===== config.mk =====
export PLATFORM = sky130hd
export DESIGN_NAME = por_reset_sequencer
export DESIGN_NICKNAME = d
export VERILOG_FILES = /design/src/rtl/por_seq_pkg.sv /design/src/rtl/por_seq_filter.sv /design/src/rtl/por_reset_sequencer.sv
export SDC_FILE = /design/constraint.sdc
export NUM_CORES = 1
export LEC_CHECK = 0
export BUFFER_PORTS_ARGS = -buffer_cell sky130_fd_sc_hd__buf_2
export CAP_MARGIN = 20
export CORE_ASPECT_RATIO = 1.2
export CORE_MARGIN = 2
export CORE_UTILIZATION = 35
export DETAILED_ROUTE_END_ITERATION = 10
export HOLD_SLACK_MARGIN = 0.02
export PLACE_DENSITY = 0.67
export SLEW_MARGIN = 0
export SYNTH_ARGS = -nofsm -noshare
export SYNTH_HDL_FRONTEND = slang
export SYNTH_SLANG_ARGS = --single-unit

===== constraint.sdc =====
create_clock -name clk_i -period 4.1 [get_ports clk_i]
set_input_delay 0.205 -clock clk_i [delete_from_list [all_inputs] [get_ports clk_i]]
set_output_delay 0.205 -clock clk_i [all_outputs]
set_load 0.02 [all_outputs]

===== src/rtl/por_seq_pkg.sv =====
// Shared state encoding and default parameters for the power-on-reset sequencer.
package por_seq_pkg;

  typedef enum logic [1:0] {
    SeqWaitPor = 2'd0,
    SeqStretch = 2'd1,
    SeqRelease = 2'd2,
    SeqRun     = 2'd3
  } por_seq_state_e;

  localparam int unsigned DefNCh      = 4;
  localparam int unsigned DefCntW     = 16;
  localparam int unsigned DefStretch  = 1024;
  localparam int unsigned DefFiltLen  = 4;

endpackage


===== src/rtl/por_seq_filter.sv =====
// Two-flop synchroniser plus consecutive-high deglitch counter for the POR cell output.
module por_seq_filter
  import por_seq_pkg::*;
#(
  parameter int unsigned FILT_LEN = DefFiltLen
) (
  input  logic clk_i,
  input  logic rst_n_i,
  input  logic por_n_i,
  output logic por_ok_o
);

  localparam logic [3:0] FiltMax = 4'(FILT_LEN);

  logic [1:0] sync_q;
  logic [3:0] cnt_q, cnt_d;
  logic       ok_q, ok_d;
  logic       por_s;

  assign por_s = sync_q[1];

  // Count saturates at FiltMax so a long-stable POR keeps por_ok asserted.
  always_comb begin
    cnt_d = '0;
    ok_d  = 1'b0;
    if (por_s) begin
      cnt_d = (cnt_q == FiltMax) ? cnt_q : cnt_q + 4'd1;
      ok_d  = (cnt_d == FiltMax);
    end
  end

  always_ff @(posedge clk_i) begin
    if (!rst_n_i) begin
      sync_q <= '0;
      cnt_q  <= '0;
      ok_q   <= 1'b0;
    end else begin
      sync_q <= {sync_q[0], por_n_i};
      cnt_q  <= cnt_d;
      ok_q   <= ok_d;
    end
  end

  assign por_ok_o = ok_q;

endmodule


===== src/rtl/por_reset_sequencer.sv =====
// Multi-channel POR sequencer: qualify POR, stretch, then release channels in ascending order.
// Define POR_SEQ_SW_RST_EN to let sw_rst_req_i re-run the sequence from RUN.
module por_reset_sequencer
  import por_seq_pkg::*;
#(
  parameter int unsigned N_CH     = DefNCh,
  parameter int unsigned CNT_W    = DefCntW,
  parameter int unsigned STRETCH  = DefStretch,
  parameter int unsigned FILT_LEN = DefFiltLen
) (
  input  logic                  clk_i,
  input  logic                  rst_n_i,
  input  logic                  por_n_i,
  input  logic                  sw_rst_req_i,
  input  logic [N_CH-1:0]       ch_en_i,
  input  logic [N_CH*CNT_W-1:0] ch_dly_i,
  output logic [N_CH-1:0]       rst_n_o,
  output logic                  done_o,
  output logic [1:0]            state_o
);

  localparam logic [1:0] StWaitPor = SeqWaitPor;
  localparam logic [1:0] StStretch = SeqStretch;
  localparam logic [1:0] StRelease = SeqRelease;
  localparam logic [1:0] StRun     = SeqRun;

  localparam int unsigned      IdxW        = (N_CH > 1) ? $clog2(N_CH) : 1;
  localparam logic [CNT_W-1:0] StretchLast = CNT_W'(STRETCH - 1);

  logic [1:0]       state_q, state_d;
  logic [CNT_W-1:0] cnt_q, cnt_d, cnt_inc;
  logic [IdxW-1:0]  idx_q, idx_d;
  logic [N_CH-1:0]  rst_n_q, rst_n_d;
  logic             done_q, done_d;
  logic             por_ok;
  logic             cur_en;
  logic [CNT_W-1:0] cur_dly;
  logic             sw_req;

  por_seq_filter #(
    .FILT_LEN (FILT_LEN)
  ) u_filter (
    .clk_i    (clk_i),
    .rst_n_i  (rst_n_i),
    .por_n_i  (por_n_i),
    .por_ok_o (por_ok)
  );

`ifdef POR_SEQ_SW_RST_EN
  assign sw_req = sw_rst_req_i;
`else
  logic unused_sw_rst_req;
  assign unused_sw_rst_req = sw_rst_req_i;
  assign sw_req            = 1'b0;
`endif

  always_comb begin
    cur_en  = 1'b0;
    cur_dly = '0;
    for (int i = 0; i < N_CH; i++) begin
      if (idx_q == IdxW'(i)) begin
        cur_en  = ch_en_i[i];
        cur_dly = ch_dly_i[i*CNT_W +: CNT_W];
      end
    end
  end

  assign cnt_inc = (cnt_q == '1) ? cnt_q : cnt_q + CNT_W'(1);

  always_comb begin
    state_d = state_q;
    cnt_d   = cnt_q;
    idx_d   = idx_q;
    rst_n_d = rst_n_q;
    done_d  = done_q;
    case (state_q)
      StWaitPor: begin
        if (por_ok) begin
          state_d = StStretch;
          cnt_d   = '0;
        end
      end
      StStretch: begin
        if (cnt_q == StretchLast) begin
          state_d = StRelease;
          cnt_d   = '0;
          idx_d   = '0;
        end else begin
          cnt_d = cnt_inc;
        end
      end
      StRelease: begin
        if (!cur_en || (cnt_q == cur_dly)) begin
          for (int i = 0; i < N_CH; i++) begin
            if (idx_q == IdxW'(i)) rst_n_d[i] = cur_en;
          end
          cnt_d = '0;
          if (idx_q == IdxW'(N_CH - 1)) begin
            state_d = StRun;
            done_d  = 1'b1;
          end else begin
            idx_d = idx_q + IdxW'(1);
          end
        end else begin
          cnt_d = cnt_inc;
        end
      end
      StRun: begin
        if (sw_req) begin
          state_d = StStretch;
          cnt_d   = '0;
          rst_n_d = '0;
          done_d  = 1'b0;
        end
      end
      default: state_d = StWaitPor;
    endcase
    // Losing POR overrides everything, including a same-cycle software request.
    if (!por_ok && (state_q != StWaitPor)) begin
      state_d = StWaitPor;
      cnt_d   = '0;
      idx_d   = '0;
      rst_n_d = '0;
      done_d  = 1'b0;
    end
  end

  always_ff @(posedge clk_i) begin
    if (!rst_n_i) begin
      state_q <= StWaitPor;
      cnt_q   <= '0;
      idx_q   <= '0;
      rst_n_q <= '0;
      done_q  <= 1'b0;
    end else begin
      state_q <= state_d;
      cnt_q   <= cnt_d;
      idx_q   <= idx_d;
      rst_n_q <= rst_n_d;
      done_q  <= done_d;
    end
  end

  assign rst_n_o = rst_n_q;
  assign done_o  = done_q;
  assign state_o = state_q;

endmodule


Word-level counts from Yosys, hierarchy flattened
Index checks and enable logic that the tools add are counted.
W data, S select, Z words.

storage, ports and cells
  bits in registers = 32
  input bits = 72
  word-level logic and storage cells = 72

operators by class
  add/sub/neg operators = 3
  equal/unequal tests = 16
  muxes and demuxes = 23
  bitwise gates (word level) = 2
  reduce and logical (&&, ||, !) cells = 17

operators with widths
  operator                 number
  $mux W16                 8
  $pmux W16 S3             1
  $add A16 B1 Y16 const B  1
  $eq A16 B10 Y1 const B   1
  $eq A16 B16 Y1           1
  $eq A16 B16 Y1 const B   1
  $mux W2                  7
  $reduce_and A3 Y1        4
  $eq A2 B2 Y1 const B     4
  $eq A4 B3 Y1 const B     2
  $ne A2 B2 Y1 const B     4
  $pmux W2 S3              1
  $reduce_and A5 Y1        1
  $add A4 B1 Y4 const B    1
  $eq A2 B1 Y1 const B     2
  $logic_not A2 Y1         2
  $mux W1                  4
  $mux W4                  1
  $pmux W2 S2              1
  $reduce_and A2 Y1        2
  $reduce_and A4 Y1        1
  $reduce_bool A2 Y1       2
  $add A2 B1 Y2 const B    1
  $logic_not A1 Y1         2
  other kinds (5)          6

Logic depth before layout (Yosys ltp)
Gate-level depths: netlist of run 1.

  depth in word-level cells = 9
  mapped depth = 14
  mapped depth without buffers = 10

Modules after synthesis
From an unflattened synthesis of run 1, not the netlist that was laid out.

second synthesis, totals
  cell total of the unflattened synthesis = 302
  area total of the unflattened synthesis = 2297.2 µm²

modules (own cells, without submodules)
  module               times used  cells each  area each (µm²)  seq. area each (µm²)
  por_reset_sequencer  1           276         2029.4           500.5
  por_seq_filter       1           26          267.8            140.1

Worst setup path before layout of run 1
OpenSTA, ideal clock, no wires.

  path type = register -> register
  start point = register idx_q[0]
  end point = register cnt_q[1]
  setup time = 130 ps
  data arrival time = 2683 ps
  setup slack = 1287 ps
  stages on the path, launching flop included = 12
  path buffers = 1
  cell sequence = dfxtp_1 -> inv_1 -> ha_1 -> nor2_2 -> o211a_1 -> nor3_1 -> or4_4 -> nor4_4 -> a21oi_1 -> buf_2 -> o211ai_1 -> o211ai_1

between the ends
  word-level cells in the longest chain between the ends = 9

ends and longest elaborated chain
  element                                                    RTL line                    source
  start, declared                                            por_reset_sequencer.sv:32   logic [IdxW-1:0] idx_q, idx_d;
  start signal, assigned                                     por_reset_sequencer.sv:138  idx_q <= idx_d;
  $logic_not A2 Y1                                           por_reset_sequencer.sv:61   if (idx_q == IdxW'(i)) begin
  $mux W16 / $mux W1 (equally long branches) (4 in series)   por_reset_sequencer.sv:61
  $eq A16 B16 Y1 / $logic_not A1 Y1 (equally long branches)  por_reset_sequencer.sv:93   if (!cur_en || (cnt_q == cur_dly)) begin
  $logic_or A1 B1 Y1 *                                       por_reset_sequencer.sv:93
  $mux W16 *                                                 por_reset_sequencer.sv:93
  $pmux W16 S3 *                                             por_reset_sequencer.sv:76   case (state_q)
  end signal, assigned                                       por_reset_sequencer.sv:137  cnt_q <= cnt_d;
  end, declared                                              por_reset_sequencer.sv:31   logic [CNT_W-1:0] cnt_q, cnt_d, cnt_inc;

Mark *: on every way between the ends. The rest lies on a longest branch, timed or not.
A chain may end at the register's enable or synchronous reset.

Worst setup path in the final report of run 1
  start point = register idx_q[0]
  end point = register cnt_q[0]

The elaborated chain is that of the path after synthesis.

==> impl_results.rst, run 1 <==
.. list-table::
   :header-rows: 1

   * - Metric
     - Value
   * - Main area contributors after synthesis
     - sky130_fd_sc_hd__dfxtp_1 24%, sky130_fd_sc_hd__nand2_1 9.9%, sky130_fd_sc_hd__o211a_1 6.1%
   * - Drc violations
     - 0
   * - Setup-violating endpoint count in the final report
     - 0
   * - Final count of pins violating max slew
     - 0
   * - Net total in the final layout
     - 517
   * - Pin slew with the least headroom to its limit
     - 1.12 ns
   * - Hpwl dp
     - 5.41 mm
   * - Area after detailed placement
     - 0.00304 sq mm
   * - Area enclosed by the die boundary
     - 0.00821 sq mm
   * - Maximum clock frequency
     - 282 MHz
   * - Starting DRC count in detailed routing
     - 149
   * - M1 WL
     - 3.18 mm
   * - Worst path buffer plus inverter count
     - 1
   * - Die Width
     - 83.0 um
   * - Min Clock Period, post-route
     - 3.55 ns
   * - Sum of internal, switching and leakage power
     - 644 uW
   * - Slew margin rel.
     - 25.3%
   * - Total number of H-tree levels
     - 2
   * - Post-synthesis sequential area ratio
     - 24.4%
   * - Met2 layer wire length in the routed design
     - 3.38 mm
   * - Routed wire per std cell
     - 13.5 um
   * - Kind of cell adding the most delay to the critical path
     - compound AO/OA/AOI/OAI gates
   * - Core region area
     - 0.00727 sq mm
   * - Largest net degree at the start of global routing
     - 34
   * - Inserted Diodes
     - 0
   * - Vias
     - 2867
   * - CTS tree
     - built
   * - Register bit total from synthesis
     - 32
   * - Worst setup path category
     - register to register
   * - Kind of launch point of the worst setup path
     - register
   * - Via count of the first global-routing pass
     - 2595
   * - Cell type with the largest total area after synthesis
     - sky130_fd_sc_hd__dfxtp_1
   * - Status
     - complete, no violations
   * - Total negative slack
     - 0 ns
   * - Final design instance area without fill
     - 0.00314 sq mm
   * - RSZ-0062 raised after global routing
     - false
   * - Leak Pwr
     - 1.39 nW
   * - Power per cell area
     - 205 mW/mm^2
   * - Total routed wirelength
     - 7.06 mm
   * - All-Layer GR Usage
     - 16.8%
   * - Clock root buffer
     - sky130_fd_sc_hd__clkbuf_8
   * - Share of synthesized flip-flops with an asynchronous set or reset
     - 0%
   * - Top cells by count, synth
     - 69 x sky130_fd_sc_hd__nand2_1, 32 x sky130_fd_sc_hd__dfxtp_1, 25 x sky130_fd_sc_hd__o21ai_0
   * - Count of flip-flops with a built-in enable after synthesis
     - 0
   * - Number of primary I/O pins
     - 79
   * - Fraction of final layout cells with drive strength greater than 1
     - 22.4%
   * - Post-layout worst setup margin
     - 0.551 ns
   * - Starting utilization of the core area
     - 36.1%
   * - Highest metal layer used by the detailed router
     - met4
   * - Count of standard-cell rows
     - 34
   * - Mapped Nets
     - 451
   * - Initial antenna violation count
     - 0
   * - Critical path peak fanout
     - 18
   * - P&R area growth vs syn
     - 19.7%
   * - Peak supply drop
     - 137 uV
   * - Buffers on Ports
     - 77
   * - Setup Buffers After CTS
     - 0
   * - CP Data Required Time
     - 4.30 ns
   * - Count of distinct cell types in the synthesized netlist
     - 48
   * - CP cell instances
     - inv_1 > ha_1 > nand2_1 > o211a_1 > or4_1 > nand4_1 > nor4_4 > a21oi_1 > o21ai_0 > a22oi_1
   * - Mean Syn Cell Area
     - 7.15 sq um
   * - Path type of the worst min-delay path
     - input pin to register
   * - Total iterations of the first detailed-routing run
     - 4
   * - Total number of yosys warnings
     - 0
   * - Post-Syn Instances
     - 367
   * - Critical-path cell with the highest stage delay
     - sky130_fd_sc_hd__a21oi_1
   * - Arrival time of data at the critical path endpoint
     - 3.75 ns
   * - Part of the cycle the worst path needs
     - 86.6%
   * - Setup slack after placement
     - 0.338 ns
   * - CTS buffer count
     - 5
   * - Routed Antenna Nets
     - 0
   * - GRT overflow
     - 0
   * - Clock-pin slew on the worst setup and hold paths
     - 0.07 ns
   * - Clock sink total
     - 32
   * - Global placement routability congestion
     - 0.956
   * - Max cap viols
     - 0
   * - Via-to-Cell Ratio
     - 5.47
   * - Most frequent cell after synthesis
     - sky130_fd_sc_hd__nand2_1
   * - Delay of the slowest critical-path stage
     - 0.86 ns
   * - Fraction of post-synthesis cell area in the top cell type by area
     - 24.4%
   * - Number of hold violations in the final report
     - 0
   * - Ys flop type
     - sky130_fd_sc_hd__dfxtp_1
   * - Worst Setup End Kind
     - register
   * - Clock latency of the later-clocked register in the worst-skew pair
     - 0.29 ns
   * - First-pass GRT wire length
     - 11.5 mm
   * - CTS Buffer Depth
     - 2
   * - Synthesized cell area
     - 0.00262 sq mm
   * - Clock Skew
     - 0.00765 ns
   * - Routed length on met3
     - 349 um
   * - Y dimension of the die
     - 98.8 um
[state kept, by name (all words and copies together), names as in the netlist]
signal / cells
idx_q: 2
state_o: 2
rst_n_o: 4
u_filter.sync_q: 2
u_filter.por_ok_o: 1
done_o: 1
cnt_q: 16
u_filter.cnt_q: 4
[timing repair]
action | in CTS | in global routing
hold buffers | 0 | 0
setup endpoints to repair | 0 | 1
gates resized for setup | 0 | 1
[cells by family (layout without fill, tap and decap cells)]
group                      Yosys count  after routing  synth area share [%]
adders and majority gates           12             12                  5.72
buffers and inverters               38            105                  6.39
xor gates and xnor gates             2              2                 0.668
and+or+nand+nor                    179            179                  34.8
muxes                                6              6                  2.29
AOI/OAI and AO/OA                   98             98                  25.8
DFF                                 32             32                  24.4
[path summary, 6_finish.rpt]
check / startpoint / endpoint / slack, ns / cells after the start
min reg2reg: u_filter.sync_q[0] / u_filter.sync_q[1] / 0.44 / 1
max: idx_q[0] / cnt_q[0] / 0.55 / 10
min: por_n_i / u_filter.sync_q[0] / 0.13 / 2
max reg2reg: idx_q[0] / cnt_q[0] / 0.55 / 10
[layer usage]
metal  global-route usage [%]  vias to the layer above
li1                         -                     1485
met4                     6.56                        0
met1                     20.4                     1288
met5                        0                        -
met3                     3.18                        9
met2                     29.1                       85
[power by group]
part / leakage [nW] / switching [mW] / internal [mW] / total [mW]
sequential: 0.258 / 0.000929 / 0.312 / 0.313
clock: 0.0445 / 0.122 / 0.136 / 0.259
combinational: 1.09 / 0.0326 / 0.0399 / 0.0725
total: 1.39 / 0.156 / 0.488 / 0.644
[per-stage QoR]
step	instances	hold WS, ns	utilization, %
detailed placement	516	0.420	41.8
finish	524	0.126	43.2
global route	524	0.121	43.2
global placement	516	0.414	41.8
CTS	524	0.119	43.1
floorplan	367	0.327	-
[cells in the final DEF, fill, tap and decap left out, types with 5 or more instances in the layout]
cell type and n:
sky130_fd_sc_hd__nor4_1 5, sky130_fd_sc_hd__nand3_1 22, sky130_fd_sc_hd__buf_2 77, sky130_fd_sc_hd__o21a_1 5, sky130_fd_sc_hd__clkbuf_8 6, sky130_fd_sc_hd__and2_1 5
sky130_fd_sc_hd__ha_1 11, sky130_fd_sc_hd__o21ai_0 25, sky130_fd_sc_hd__nor3_1 10, sky130_fd_sc_hd__or3_1 12, sky130_fd_sc_hd__mux2i_1 6, sky130_fd_sc_hd__nor2_1 22
sky130_fd_sc_hd__dfxtp_1 32, sky130_fd_sc_hd__o211a_1 16, sky130_fd_sc_hd__o211ai_1 8, sky130_fd_sc_hd__a21oi_1 9, sky130_fd_sc_hd__o22ai_1 19, sky130_fd_sc_hd__inv_1 15
sky130_fd_sc_hd__nand2_1 69, sky130_fd_sc_hd__nand4_1 13
[area by class of cell]
cell class / instances / area [sq um]
clock buffer: 7 / 86.3
clock inverter: 1 / 7.51
fill: 737 / 4130
inverter: 16 / 60.1
multi-input combinational: 297 / 1820
sequential: 32 / 641
tap: 90 / 113
timing repair buffer: 81 / 415
No activity file was read; power rests on OpenSTA's default activity.
==> run 2, diff against run 1 <==
Settings changed: ABC_AREA set to 1, PLACE_DENSITY 0.67 to 0.66.
==> run 2 against run 1 <==
  * Register-to-register slack improved by 0.72 ns
  * Largest cell class unchanged
  * Critical path type unchanged
  * Worst hold slack got worse by 0.033 ns
  * Largest power group is now combinational logic
  * Global-route usage rose by 0.26 points
  * Clock-buffer cell count did not move
  * Sequential cell count did not move
==> impl_results.rst, run 2 <==
.. list-table::
   :header-rows: 1

   * - Metric
     - Value
   * - Critical Path Start
     - idx_q[0]
   * - Met1 capacity usage during global routing
     - 20.9% (+0.43 points)
   * - Number of hold violations in the final report
     - 0 (unchanged)
   * - Flip-flop count of the largest register after layout
     - 16 (unchanged)
   * - Top cells by count, synth
     - 173 x sky130_fd_sc_hd__nand2_1, 51 x sky130_fd_sc_hd__inv_1, 49 x sky130_fd_sc_hd__nor2_1
   * - Clock root buffer
     - sky130_fd_sc_hd__clkbuf_8
   * - Most common cell after layout, fill and taps aside
     - sky130_fd_sc_hd__nand2_1
   * - Post-synthesis share of cell area spent on full adders, half adders and majority gates
     - 5.11% (-0.61 points)
   * - Clock latency of the later-clocked register in the worst-skew pair
     - 0.30 ns (about the same)
   * - Largest register by flop count
     - cnt_q
   * - Number of primary I/O pins
     - 79 (unchanged)
   * - Critical path peak fanout
     - 25 (+7)
   * - Leading cell types in the layout, fill and taps excluded
     - 173 x sky130_fd_sc_hd__nand2_1, 77 x sky130_fd_sc_hd__buf_2, 51 x sky130_fd_sc_hd__inv_1, 49 x sky130_fd_sc_hd__nor2_1, 43 x sky130_fd_sc_hd__nand3_1
   * - Final count of pins violating max slew
     - 0 (unchanged)
   * - Clock-pin slew on the worst setup and hold paths
     - 0.08 ns (about the same)
   * - Total number of H-tree levels
     - 2 (unchanged)
   * - Total iterations of the first detailed-routing run
     - 4 (unchanged)
   * - Main area contributors after synthesis
     - sky130_fd_sc_hd__nand2_1 22%, sky130_fd_sc_hd__dfxtp_1 22%, sky130_fd_sc_hd__nand3_1 7.3%
   * - Cell type with the largest total area after synthesis
     - sky130_fd_sc_hd__nand2_1
   * - Post-Synth XOR/XNOR Area
     - 3.28% (+2.6 points)
   * - Via count of the first global-routing pass
     - 2898 (+12%)
   * - P&R area growth vs syn
     - 18.0%
   * - CP Data Required Time
     - 4.28 ns (-0.02 ns)
   * - Slew margin rel.
     - 43.8% (+19 points)
   * - Total number of yosys warnings
     - 0 (unchanged)
   * - CTS tree
     - built
   * - Count of flip-flops with a built-in enable after synthesis
     - 0 (unchanged)
   * - Resize count post-CTS
     - 0 (unchanged)
   * - Path type of the worst min-delay path
     - input pin to register
   * - Starting utilization of the core area
     - 36.0% (about the same)
   * - Power per cell area
     - 302 mW/mm^2 (+47%)
   * - Die Width
     - 87.7 um (+5.6%)
   * - Count of standard-cell rows
     - 36 (+5.9%)
   * - Initial antenna violation count
     - 0 (unchanged)
   * - Global placement routability congestion
     - 0.879 (-8.1%)
   * - Inst Count DP
     - 671 (+30%)
   * - Total routed wirelength
     - 7.58 mm (+7.3%)
   * - Setup Buffers After CTS
     - 0 (unchanged)
   * - Post-Syn Instances
     - 496 (+35%)
   * - Area enclosed by the die boundary
     - 0.00915 sq mm (+11%)
   * - Final cell count without fillers
     - 679 (+30%)
   * - Vias
     - 3146 (+9.7%)
   * - Via-to-Cell Ratio
     - 4.63 (-15%)
   * - Mean Syn Cell Area
     - 5.93 sq um (-17%)
   * - CTS buffer count
     - 5 (unchanged)
   * - Largest net degree at the start of global routing
     - 26 (-24%)
   * - Routed Antenna Nets
     - 0 (unchanged)
   * - Drc violations
     - 0 (unchanged)
   * - Pin slew with the least headroom to its limit
     - 0.843 ns (-0.278 ns)
   * - Met2 usage
     - 29.8% (+0.72 points)
   * - Arrival time of data at the critical path endpoint
     - 3.01 ns (-0.74 ns)
   * - Total negative slack
     - 0 ns (unchanged)
   * - Dominant combinational cell family by area after synthesis
     - simple AND/OR/NAND/NOR gates
   * - RSZ-0062 raised after global routing
     - false
   * - Core region area
     - 0.00815 sq mm (+12%)
   * - First-pass GRT wire length
     - 12.8 mm (+11%)
   * - Buffers on Ports
     - 77 (unchanged)
   * - All-Layer GR Usage
     - 17.0% (+0.26 points)
   * - Post-synthesis sequential area ratio
     - 21.8% (-2.6 points)
   * - Routed wire per std cell
     - 11.2 um (-17%)
   * - Fraction of post-synthesis cell area in the top cell type by area
     - 22.1% (-2.3 points)
   * - Kind of launch point of the worst setup path
     - register
   * - Mapped Nets
     - 580 (+29%)
   * - Min-Delay Startpoint
     - por_n_i
   * - Beginning of the worst register-to-register path
     - idx_q[0]
   * - Share of synthesized area spent on multiplexers
     - 0% (-2.3 points)
   * - Layer with the highest usage
     - met2
   * - Most frequent cell after synthesis
     - sky130_fd_sc_hd__nand2_1
   * - Max cap viols
     - 0 (unchanged)
   * - Met3 Usage GRT
     - 2.86% (-0.33 points)
   * - Register bit total from synthesis
     - 32 (unchanged)
   * - Area after detailed placement
     - 0.00337 sq mm (+11%)
   * - Status
     - complete, no violations
   * - Setup slack on the worst flop-to-flop path
     - 1.27 ns (+0.72 ns)
   * - Hpwl dp
     - 6.15 mm (+14%)
   * - Part of the cycle the worst path needs
     - 69.0% (-18 points)
   * - Inserted Diodes
     - 0 (unchanged)
   * - Share of synthesized flip-flops with an asynchronous set or reset
     - 0% (unchanged)
   * - Clock sink total
     - 32 (unchanged)
   * - Count of hold buffers inserted by post-cts repair
     - 0 (unchanged)
   * - Simple-gate share of the synthesized area
     - 47.2% (+12 points)
   * - GRT overflow
     - 0 (unchanged)
   * - Min Clock Period, post-route
     - 2.83 ns (-0.720 ns)
   * - Count of distinct cell types in the synthesized netlist
     - 32 (-33%)
   * - Net total in the final layout
     - 648 (+25%)
   * - Ys flop type
     - sky130_fd_sc_hd__dfxtp_1
   * - Worst setup path category
     - register to register
   * - Worst Setup End Kind
     - register
   * - Synthesized cell area
     - 0.00294 sq mm (+12%)
   * - Final design instance area without fill
     - 0.00347 sq mm (+10%)
   * - Synthesized-area fraction occupied by ao, oa, aoi and oai cells
     - 10.9% (-15 points)
   * - Fraction of final layout cells with drive strength greater than 1
     - 21.1% (-1.3 points)
   * - Setup-violating endpoint count in the final report
     - 0 (unchanged)
   * - Y dimension of the die
     - 104 um (+5.6%)
   * - Starting DRC count in detailed routing
     - 139 (-6.7%)
   * - CTS Buffer Depth
     - 2 (unchanged)
   * - Peak supply drop
     - 146 uV (+7.1%)
   * - Leak Pwr
     - 1.66 nW (+19%)
   * - Maximum clock frequency
     - 354 MHz (+25%)
   * - Clock Skew
     - 0.0141 ns (+0.00642 ns)
==> run 2: where the power goes <==
part	switching [mW]	internal, mW
clock	0.125	0.136
sequential	0.00782	0.320
combinational	0.296	0.162
total	0.429	0.618
==> run 2: cell families after synthesis <==
kind of cell    Yosys count
compound gates           54
xor+xnor                 11
fa+ha+maj                12
buf+inv                  77
flops                    32
simple gates            310
==> run 2: critical path: stages (launching register included) <==
cell and delay (ns):
sky130_fd_sc_hd__dfxtp_1 0.36, sky130_fd_sc_hd__ha_1 0.72, sky130_fd_sc_hd__inv_2 0.26, sky130_fd_sc_hd__or2_1 0.29, sky130_fd_sc_hd__nand3_1 0.09, sky130_fd_sc_hd__nand2_1 0.06
sky130_fd_sc_hd__nor2_1 0.13, sky130_fd_sc_hd__nand2_1 0.10, sky130_fd_sc_hd__nor2_1 0.13, sky130_fd_sc_hd__nand2_2 0.10, sky130_fd_sc_hd__nand3_4 0.11, sky130_fd_sc_hd__nand2_4 0.16
sky130_fd_sc_hd__nand3_1 0.12, sky130_fd_sc_hd__a21oi_1 0.06
==> run 2: metal layers <==
metal  wire length, um  share of wire [%]  vias to the layer above
li1                  -                  -                     1703
met1              3440                 45                     1361
met2              3660                 48                       73
met3               368                4.9                        9
met4               109                1.4                        0
met5                 0                  0                        -
==> run 2: area by class of cell <==
cell class | count | area (sq um)
Clock buffer | 7 | 86.3
Clock inverter | 1 | 7.51
Fill cell | 893 | 4680
Inverter | 56 | 210
Multi-Input combinational cell | 387 | 1950
Sequential cell | 32 | 641
Tap cell | 114 | 143
Timing Repair Buffer | 82 | 427
==> run 2: metrics by stage <==
step                total power, mW  hold slack (ns)  utilization [%]  worst slack, ns
floorplan                     0.690            0.298                -             1.99
global placement              0.782            0.385             41.3             1.26
detailed placement            0.794            0.397             41.4             1.26
CTS                            1.06           0.0854             42.5             1.24
global route                   1.14            0.103             42.5            0.984
finish                         1.05           0.0924             42.5             1.27
==> run 2: path summary, 6_finish.rpt <==
check | endpoint | cells past startpoint
worst max-delay path | cnt_q[2] | 13
worst min-delay path | u_filter.sync_q[0] | 3
worst max register to register | cnt_q[2] | 13
worst min register to register | u_filter.sync_q[1] | 2
==> run 3, diff against run 2 <==
Settings changed: ABC_AREA 1 to 0, PLACE_DENSITY 0.66 to 0.69.
Clock period 4.1 ns to 2.5 ns, I/O delays scaled along.
==> run 3 against run 2 <==
  * The run now ends with negative setup slack left
  * Register-to-register slack worse by 1.4 ns
  * Clock-buffer cell count is 1 lower
  * Sequential power grew 56%
  * Largest power group is now sequential cells
  * Highest routed layer unchanged
==> impl_results.rst, run 3 (synthesis results as in run 1) <==
.. list-table::
   :header-rows: 1

   * - Metric
     - Value
   * - Critical-path cell with the highest stage delay
     - sky130_fd_sc_hd__or4b_4
   * - Inserted Diodes
     - 0 (unchanged)
   * - Initial antenna violation count
     - 0 (unchanged)
   * - Buffers on Ports
     - 77 (unchanged)
   * - Number of primary I/O pins
     - 79 (unchanged)
   * - Critical Path Start
     - idx_q[0]
   * - Total negative slack
     - -1.72 ns (-1.72 ns)
   * - End point of the worst hold path
     - u_filter.sync_q[0]
   * - Core region area
     - 0.00727 sq mm (-11%)
   * - Clock latency of the later-clocked register in the worst-skew pair
     - 0.29 ns (about the same)
   * - Hold path depth
     - 2 (-1)
   * - Via-to-Cell Ratio
     - 5.57 (+20%)
   * - WP depth
     - 12 (-1)
   * - Count of standard-cell rows
     - 34 (-5.6%)
   * - Fraction of final layout cells with drive strength greater than 1
     - 39.8% (+19 points)
   * - Number of hold violations in the final report
     - 0 (unchanged)
   * - Setup slack on the worst flop-to-flop path
     - -0.16 ns (-1.43 ns)
   * - Peak supply drop
     - 193 uV (+32%)
   * - Met2 layer wire length in the routed design
     - 4.25 mm (+16%)
   * - Status
     - complete, but fails checks
   * - RSZ-0062 raised after global routing
     - true
   * - Max cap viols
     - 0 (unchanged)
   * - Flip-flop count of the largest register after layout
     - 16 (unchanged)
   * - Failing checks
     - negative setup slack
   * - Y dimension of the die
     - 98.8 um (-5.3%)
   * - Via count of the first global-routing pass
     - 2991 (+3.2%)
   * - Hpwl dp
     - 5.99 mm (-2.6%)
   * - Path type of the worst min-delay path
     - input pin to register
   * - Total iterations of the first detailed-routing run
     - 4 (unchanged)
   * - Setup slack after placement
     - -0.258 ns (-1.52 ns)
   * - Post-layout worst setup margin
     - -0.163 ns (-1.43 ns)
   * - Highest metal layer used by the detailed router
     - met4
   * - Net total in the final layout
     - 565 (-13%)
   * - Arrival time of data at the critical path endpoint
     - 2.89 ns (-0.12 ns)
   * - CP Data Required Time
     - 2.73 ns (-1.55 ns)
   * - Starting DRC count in detailed routing
     - 258 (+86%)
   * - Maximum clock frequency
     - 376 MHz (+6.2%)
   * - Beginning of the worst register-to-register path
     - idx_q[0]
   * - M1 WL
     - 3.27 mm (-4.8%)
   * - Leading cell types in the layout, fill and taps excluded
     - 77 x sky130_fd_sc_hd__buf_2, 65 x sky130_fd_sc_hd__nand2_1, 40 x sky130_fd_sc_hd__buf_4, 30 x sky130_fd_sc_hd__dfxtp_1, 20 x sky130_fd_sc_hd__nor2_1
   * - Count of hold buffers inserted by post-cts repair
     - 0 (unchanged)
   * - Setup-violating endpoint count in the final report
     - 24 (+24)
   * - GRT overflow
     - 0 (unchanged)
   * - Worst setup path category
     - register to register
   * - Min Clock Period, post-route
     - 2.66 ns (-0.166 ns)
   * - Kind of launch point of the worst setup path
     - register
   * - Routed Antenna Nets
     - 0 (unchanged)
   * - Kind of cell adding the most delay to the critical path
     - simple AND/OR/NAND/NOR gates
   * - Die Width
     - 83.0 um (-5.3%)
   * - First-pass GRT wire length
     - 13.1 mm (+2.9%)
   * - Slew margin rel.
     - 70.5% (+27 points)
   * - Inst Count DP
     - 546 (-19%)
   * - Number of fillers in the final layout
     - 673 (-25%)
   * - Drc violations
     - 0 (unchanged)
   * - Total number of H-tree levels
     - 2 (unchanged)
   * - Worst Setup End Kind
     - register
   * - Largest net degree at the start of global routing
     - 14 (-46%)
   * - Routed length on met3
     - 520 um (+41%)
   * - CTS buffer count
     - 5 (unchanged)
   * - Part of the cycle the worst path needs
     - 107% (+38 points)
   * - Clock Skew
     - 0.00658 ns (-0.00748 ns)
   * - Min-Delay Startpoint
     - por_n_i
   * - Most common cell after layout, fill and taps aside
     - sky130_fd_sc_hd__buf_2
   * - Pin slew with the least headroom to its limit
     - 0.443 ns (-0.400 ns)
   * - Clock sink total
     - 32 (unchanged)
   * - Routed wire per std cell
     - 14.3 um (+28%)
   * - Largest register by flop count
     - cnt_q
   * - Starting utilization of the core area
     - 36.1% (about the same)
   * - Critical path peak fanout
     - 7 (-72%)
   * - Depth of the worst register-to-register path
     - 12 (-1)
   * - All-Layer GR Usage
     - 18.9% (+1.9 points)
   * - Delay of the slowest critical-path stage
     - 0.48 ns (-0.24 ns)
   * - Clock-pin slew on the worst setup and hold paths
     - 0.08 ns (about the same)
   * - P&R area growth vs syn
     - 46.2%
   * - Final count of pins violating max slew
     - 0 (unchanged)
   * - Total routed wirelength
     - 8.19 mm (+8.1%)
   * - Destination of the worst register-to-register timing path
     - idx_q[1]
   * - CP cell instances
     - inv_4 > ha_4 > buf_6 > nand2_2 > o211a_1 > o21ai_1 > or4b_4 > nor4_4 > buf_6 > a21oi_2 > or4_1 > nand3_1
   * - Leak Pwr
     - 1.77 nW (+7.1%)
   * - Worst path buffer plus inverter count
     - 3 (+2)
   * - Global placement routability congestion
     - 0.882 (+0.34%)
   * - CTS tree
     - built
   * - Final cell count without fillers
     - 572 (-16%)
   * - Area enclosed by the die boundary
     - 0.00821 sq mm (-10%)
   * - Power per cell area
     - 274 mW/mm^2 (-9.1%)
   * - Vias
     - 3186 (+1.3%)
   * - Most numerous cell on the critical path
     - sky130_fd_sc_hd__buf_6
   * - CTS Buffer Depth
     - 2 (unchanged)
   * - Clock root buffer
     - sky130_fd_sc_hd__clkbuf_8
[run 3: cell types whose count changed in the layout (fill, tap and decap cells not counted), sizes merged, moves of 9 or more]
cell   delta
nand3    -32
inv      -38
or2      -12
nor2     -26
or3      +12
nand2   -107
o211a    +16
xor2      -9
o22ai    +20
a21oi    -41
buf      +47
o21ai    +24
[run 3: timing repair]
action / CTS / global route
cloned: 1 / 0
setup buffers: 12 / 4
gates resized for setup: 23 / 45
endpoints found under the setup margin: 25 / 25
pin swaps: 20 / 34
[run 3: worst max path at each step]
stage / slack, ns / endpoint
5_1_grt: -0.30 / idx_q[1]
4_1_cts: -0.21 / idx_q[1]
6_report: -0.16 / idx_q[1]
2_1_floorplan: -0.13 / idx_q[1]
3_3_place_gp: -0.18 / idx_q[1]
3_5_place_dp: -0.26 / cnt_q[0]
[run 3: cell type report]
cell class	instances	area (sq um)	share of cell area (%)
Inverter	16	65.1	1.70
Multi-Input combinational cell	297	2100	54.9
Clock inverter	2	11.3	0.294
Sequential cell	32	648	16.9
Timing Repair Buffer	129	821	21.4
Tap cell	90	113	2.94
Clock buffer	6	72.6	1.89
[run 3: metrics by stage]
step / hold WS [ns] / util [%] / power (mW) / instance area, sq um
floorplan: 0.247 / - / 0.576 / 2730
global placement: 0.329 / 46.0 / 0.649 / 3350
detailed placement: 0.335 / 46.0 / 0.650 / 3350
CTS: 0.0318 / 49.7 / 1.05 / 3610
global route: 0.0481 / 52.7 / 1.10 / 3830
finish: 0.0360 / 52.7 / 1.05 / 3830
[run 3: power by group]
part / total [mW] / switching [mW] / internal, mW
registers: 0.511 / 0.00154 / 0.509
clock network: 0.404 / 0.210 / 0.193
logic: 0.138 / 0.0626 / 0.0755
[run 3: layer usage]
metal | vias to the layer above | global-route usage, %
li1 | 1567 | -
met1 | 1494 | 22.5
met2 | 110 | 34.0
met3 | 15 | 3.43
met4 | 0 | 6.31
met5 | - | 0
